**config.mk**
```make
export PLATFORM = sky130hd
export DESIGN_NAME = uart_rx
export DESIGN_NICKNAME = d
export VERILOG_FILES = /design/src/rtl/uart_pkg.sv /design/src/rtl/sync_2ff.sv /design/src/rtl/uart_rx.sv
export SDC_FILE = /design/constraint.sdc
export NUM_CORES = 1
export LEC_CHECK = 0
export BUFFER_PORTS_ARGS = -buffer_cell sky130_fd_sc_hd__buf_4
export CAP_MARGIN = 20
export CORE_ASPECT_RATIO = 0.9
export CORE_MARGIN = 3
export CORE_UTILIZATION = 55
export CTS_CLUSTER_SIZE = 8
export DETAILED_ROUTE_END_ITERATION = 16
export PLACE_DENSITY_LB_ADDON = 0.1
export SETUP_SLACK_MARGIN = 0.5
export SYNTH_ARGS = -nofsm -noshare
export SYNTH_HDL_FRONTEND = slang
export SYNTH_SLANG_ARGS = --single-unit
```
**constraint.sdc**
```tcl
create_clock -name clk_i -period 2.7 [get_ports clk_i]
set_input_delay 0.135 -clock clk_i [delete_from_list [all_inputs] [get_ports clk_i]]
set_output_delay 0.135 -clock clk_i [all_outputs]
set_load 0.1 [all_outputs]
```
**src/rtl/uart_pkg.sv**
```systemverilog
// rtl/uart_pkg.sv - shared UART constants for the receive and transmit paths
package uart_pkg;

    localparam int UartDataBits    = 8;
    localparam int UartTicksPerBaud = 104;

endpackage

```
**src/rtl/sync_2ff.sv**
```systemverilog
// rtl/sync_2ff.sv - two-flop synchroniser for an asynchronous single-bit input
module sync_2ff #(
    parameter logic RESET_VAL = 1'b1
) (
    input  logic clk_i,
    input  logic rst_ni,
    input  logic d_i,
    output logic q_o
);

    logic r_meta;
    logic r_sync;

    always_ff @(posedge clk_i or negedge rst_ni) begin
        if (!rst_ni) begin
            r_meta <= RESET_VAL;
            r_sync <= RESET_VAL;
        end else begin
            r_meta <= d_i;
            r_sync <= r_meta;
        end
    end

    assign q_o = r_sync;

endmodule

```
**src/rtl/uart_rx.sv**
```systemverilog
// rtl/uart_rx.sv - 8N1 serial receiver: mid-bit sampling, one-cycle byte and framing-error pulses
module uart_rx
    import uart_pkg::*;
#(
    parameter int TICKS_PER_BAUD = UartTicksPerBaud
) (
    input  logic                    clk_i,
    input  logic                    rst_ni,
    input  logic                    rx_i,
    output logic                    rx_req_o,
    output logic [UartDataBits-1:0] rx_data_o,
    output logic                    rx_err_o
);

    localparam int CntW = $clog2(TICKS_PER_BAUD);
    localparam int IdxW = $clog2(UartDataBits);
    localparam logic [CntW-1:0] CntFull = CntW'(TICKS_PER_BAUD - 1);
    localparam logic [CntW-1:0] CntHalf = CntW'(TICKS_PER_BAUD / 2 - 1);
    localparam logic [IdxW-1:0] IdxLast = IdxW'(UartDataBits - 1);

    generate
        if (TICKS_PER_BAUD < 4) begin : g_bad_param
            $error("uart_rx: TICKS_PER_BAUD must be >= 4");
        end
    endgenerate

    typedef enum logic [2:0] {
        StIdle,
        StStart,
        StData,
        StStop,
        StBreak
    } uart_rx_state_e;

    logic w_rx_s;
    logic w_tick;

    uart_rx_state_e          r_state, w_state_nxt;
    logic [CntW-1:0]         r_cnt, w_cnt_nxt;
    logic [IdxW-1:0]         r_bit_idx, w_bit_idx_nxt;
    logic [UartDataBits-1:0] r_shift, w_shift_nxt;
    logic [UartDataBits-1:0] r_data, w_data_nxt;
    logic                    r_req, w_req_nxt;
    logic                    r_err, w_err_nxt;

    sync_2ff #(
        .RESET_VAL(1'b1)
    ) u_sync (
        .clk_i (clk_i),
        .rst_ni(rst_ni),
        .d_i   (rx_i),
        .q_o   (w_rx_s)
    );

    assign w_tick = (r_cnt == '0);

    always_comb begin
        w_state_nxt   = r_state;
        w_cnt_nxt     = r_cnt;
        w_bit_idx_nxt = r_bit_idx;
        w_shift_nxt   = r_shift;
        w_data_nxt    = r_data;
        w_req_nxt     = 1'b0;
        w_err_nxt     = 1'b0;

        // Counting states share the same reload-or-decrement; only tick actions differ.
        if (r_state != StIdle && r_state != StBreak && !w_tick) begin
            w_cnt_nxt = r_cnt - 1'b1;
        end

        unique case (r_state)
            StIdle: begin
                if (!w_rx_s) begin
                    w_state_nxt = StStart;
                    w_cnt_nxt   = CntHalf;
                end
            end
            StStart: begin
                if (w_tick) begin
                    if (!w_rx_s) begin
                        w_state_nxt   = StData;
                        w_cnt_nxt     = CntFull;
                        w_bit_idx_nxt = '0;
                    end else begin
                        w_state_nxt = StIdle;
                    end
                end
            end
            StData: begin
                if (w_tick) begin
                    w_shift_nxt = {w_rx_s, r_shift[UartDataBits-1:1]};
                    w_cnt_nxt   = CntFull;
                    if (r_bit_idx == IdxLast) begin
                        w_state_nxt = StStop;
                    end else begin
                        w_bit_idx_nxt = r_bit_idx + 1'b1;
                    end
                end
            end
            StStop: begin
                if (w_tick) begin
                    if (w_rx_s) begin
                        w_data_nxt  = r_shift;
                        w_req_nxt   = 1'b1;
                        w_state_nxt = StIdle;
                    end else begin
                        w_err_nxt   = 1'b1;
                        w_state_nxt = StBreak;
                    end
                end
            end
            StBreak: begin
                if (w_rx_s) begin
                    w_state_nxt = StIdle;
                end
            end
            default: begin
                w_state_nxt = StIdle;
            end
        endcase
    end

    always_ff @(posedge clk_i or negedge rst_ni) begin
        if (!rst_ni) begin
            r_state   <= StIdle;
            r_cnt     <= '0;
            r_bit_idx <= '0;
            r_shift   <= '0;
            r_data    <= '0;
            r_req     <= 1'b0;
            r_err     <= 1'b0;
        end else begin
            r_state   <= w_state_nxt;
            r_cnt     <= w_cnt_nxt;
            r_bit_idx <= w_bit_idx_nxt;
            r_shift   <= w_shift_nxt;
            r_data    <= w_data_nxt;
            r_req     <= w_req_nxt;
            r_err     <= w_err_nxt;
        end
    end

    assign rx_req_o  = r_req;
    assign rx_err_o  = r_err;
    assign rx_data_o = r_data;

endmodule
```
==> impl_metrics.tcl <==
set metrics [dict create \
    fin_nets 152 \
    drv_slew 0 \
    hold_viol_final 0 \
    fin_area_um2 1780 \
    slowest_stage "or4b_4" \
    routed_wl_um 2810 \
    final.setup_skew_ns 0.00807 \
    holdWs_ns 0.254 \
    leakage_nw 0.885 \
    startpoint_type "flop" \
    cts.sinks 33 \
    min_period_over_period_pct 78.2 \
    wire_per_inst_um 16.1 \
    drive_gt1_share_pct 37.4 \
    cellPowerDensity_nw_per_um2 455 \
    path_class "reg2reg" \
    synth_common_cells "dfrtp_1 (31), mux2_2 (17), nor2_1 (10)" \
    die_h_um 56.2 \
    track_usage_pct 18.0 \
    avgSynthCellArea_um2 12.5 \
    gr-total-overflow 0 \
    synth_top_area_share_pct 50.3 \
    rows 17 \
    initial_core_util_pct 60.4 \
    end_kind "flop" \
    status "finished, final reports clean" \
    drc 0 \
    layout_min_cycle_time_ns 2.11 \
    critPathBufInv 1 \
    critPathTopFamily "simple AND/OR/NAND/NOR gates" \
    yosys.area.top_type "dfrtp_1" \
    ys_seq_area_share_pct 53.7 \
    viasPerCell 6.09 \
    syn_area_um2 1540 \
    core_area_um2 2550 \
    synth.top_cells.by_area "dfrtp_1 (50%), mux2_2 (12%), dfstp_2 (3.4%), ha_1 (2.4%), nor2_1 (2.4%)" \
    setup_viol 0 \
    hold_class "in2async" \
    ant_nets 0 \
    syn-num-nets 129 \
    max_freq_mhz 474 \
    slowest_delay_ns 0.49 \
    grt_pass1_vias 1007 \
    rsz0062_at_grt "no" \
    clk_latency_ns 0.34 \
    die_x_um 61.8 \
    antenna_found_initial 0 \
    place_area_um2 1620 \
    clk_pin_slew_ns 0.10 \
    cts_buffers 5 \
    async_flop_share_pct 100 \
    worst_slew_pin_slew_ns 0.552 \
    critPathRequiredTime_ns 2.93 \
    tritoncts "done" \
    drt_iter0_markers 35 \
    area_growth_pct 15.3 \
    hpwlAfterDp_um 1800 \
    yosys_warnings 0 \
    worst-path-max-fanout 4 \
    grt_pass1_wl_um 4610 \
    dr.pass1.iters 4 \
    design.die.area_um2 3480 \
    max_slew_margin_pct 63.1 \
    nFillCells 200 \
    pin_count 13 \
    io_buffers 12 \
    drv_cap 0 \
    synthFlopType "dfrtp_1" \
    grt_max_degree 34 \
    crit_chain "inv_2, ha_4, or4b_4, nor3_4, nand4_2, mux2_2" \
    peakVddDrop_v 0.000354 \
    vias 1066 \
    h-tree-depth 2 \
    clock_path_buffers 2 \
    synth_edf_count 0 \
    ys_types 39 \
    yosysMostFrequentCell "dfrtp_1" \
    syn_inst 123 \
    fin_tns_setup_ns 0 \
    crit_arrival_ns 2.34 \
    gp_congestion 0.852 \
    antennaDiodeCount 0 \
    root_buffer "clkbuf_4" \
    synth-seq-cells 33 \
]
-- per-stage QoR --
step | instances | setup slack (ns) | power (W) | util, %
finish | 175 | 0.589 | 0.000810 | 69.7
floorplan | 123 | 0.786 | 0.000512 | -
global placement | 158 | 0.669 | 0.000523 | 63.6
CTS | 168 | 0.571 | 0.000822 | 66.8
detailed placement | 158 | 0.595 | 0.000523 | 63.6
global route | 175 | 0.509 | 0.000851 | 69.7
-- cells by family after synthesis --
kind of cell	share of synthesized area [%]
xor+xnor	0.568
fa+ha+maj	2.43
buf+inv	3.65
flops	53.7
compound gates	9.89
mux	13.7
simple gates	16.1
-- per-layer routing --
metal	routed length, um	global-route usage, %
met5	0	0
met4	65	8.18
met3	123	5.57
met2	1350	26.5
met1	1270	23.9
-- cells in the final DEF (no fill, tap or decap), types with 3 or more instances in the layout --
cell      instances
a21oi_1           3
clkbuf_4          5
dfrtp_1          31
nor2_1           10
mux2_2           16
buf_4            18
o211ai_1          3
nand3_1           6
nand2_1           8
-- path summary, 6_finish.rpt --
kind	start	to	slack, ns	depth (start not counted)
max in group asynchronous	rst_ni	u_sync.r_meta	2.11	2
hold / removal	rst_ni	r_shift[2]	0.25	2
setup / recovery	r_cnt[0]	rx_data_o[6]	0.59	6
min in group clk_i	u_sync.r_meta	u_sync.q_o	0.36	0
hold reg to reg	u_sync.r_meta	u_sync.q_o	0.36	0
setup reg to reg	r_cnt[0]	rx_data_o[6]	0.59	6
-- power by group --
part	total (W)	switching (W)	internal (W)	leakage, nW
registers	0.000500	0.00000296	0.000497	0.439
clock network	0.000294	0.000167	0.000127	0.0315
logic	0.0000161	0.0000112	0.00000492	0.414
total	0.000810	0.000181	0.000629	0.885
-- sequential cells by signal, indices dropped and copies added, names as in the netlist --
name           flops
r_bit_idx          3
rx_req_o           1
u_sync.r_meta      1
u_sync.q_o         1
rx_err_o           1
r_state            3
rx_data_o          8
r_cnt              7
r_shift            8
-- what timing repair did --
item | in CTS | in global routing
gates resized for setup | 0 | 5
hold buffers | 2 | 0
setup buffers | 0 | 6
endpoints found under the setup margin | 0 | 11
hold endpoints to repair | 32 | 0
-- final cells by class --
| cell class | count | area, um^2 | share of cell area, % |
|---|---|---|---|
| Inverter | 3 | 11.3 | 0.633 |
| Tap cell | 28 | 35.0 | 1.97 |
| Clock buffer | 7 | 55.1 | 3.09 |
| Sequential cell | 33 | 828 | 46.6 |
| Multi-Input combinational cell | 83 | 687 | 38.6 |
| Timing Repair Buffer | 20 | 155 | 8.72 |
| Clock inverter | 1 | 7.51 | 0.422 |
No activity file was read; power rests on OpenSTA's default activity.
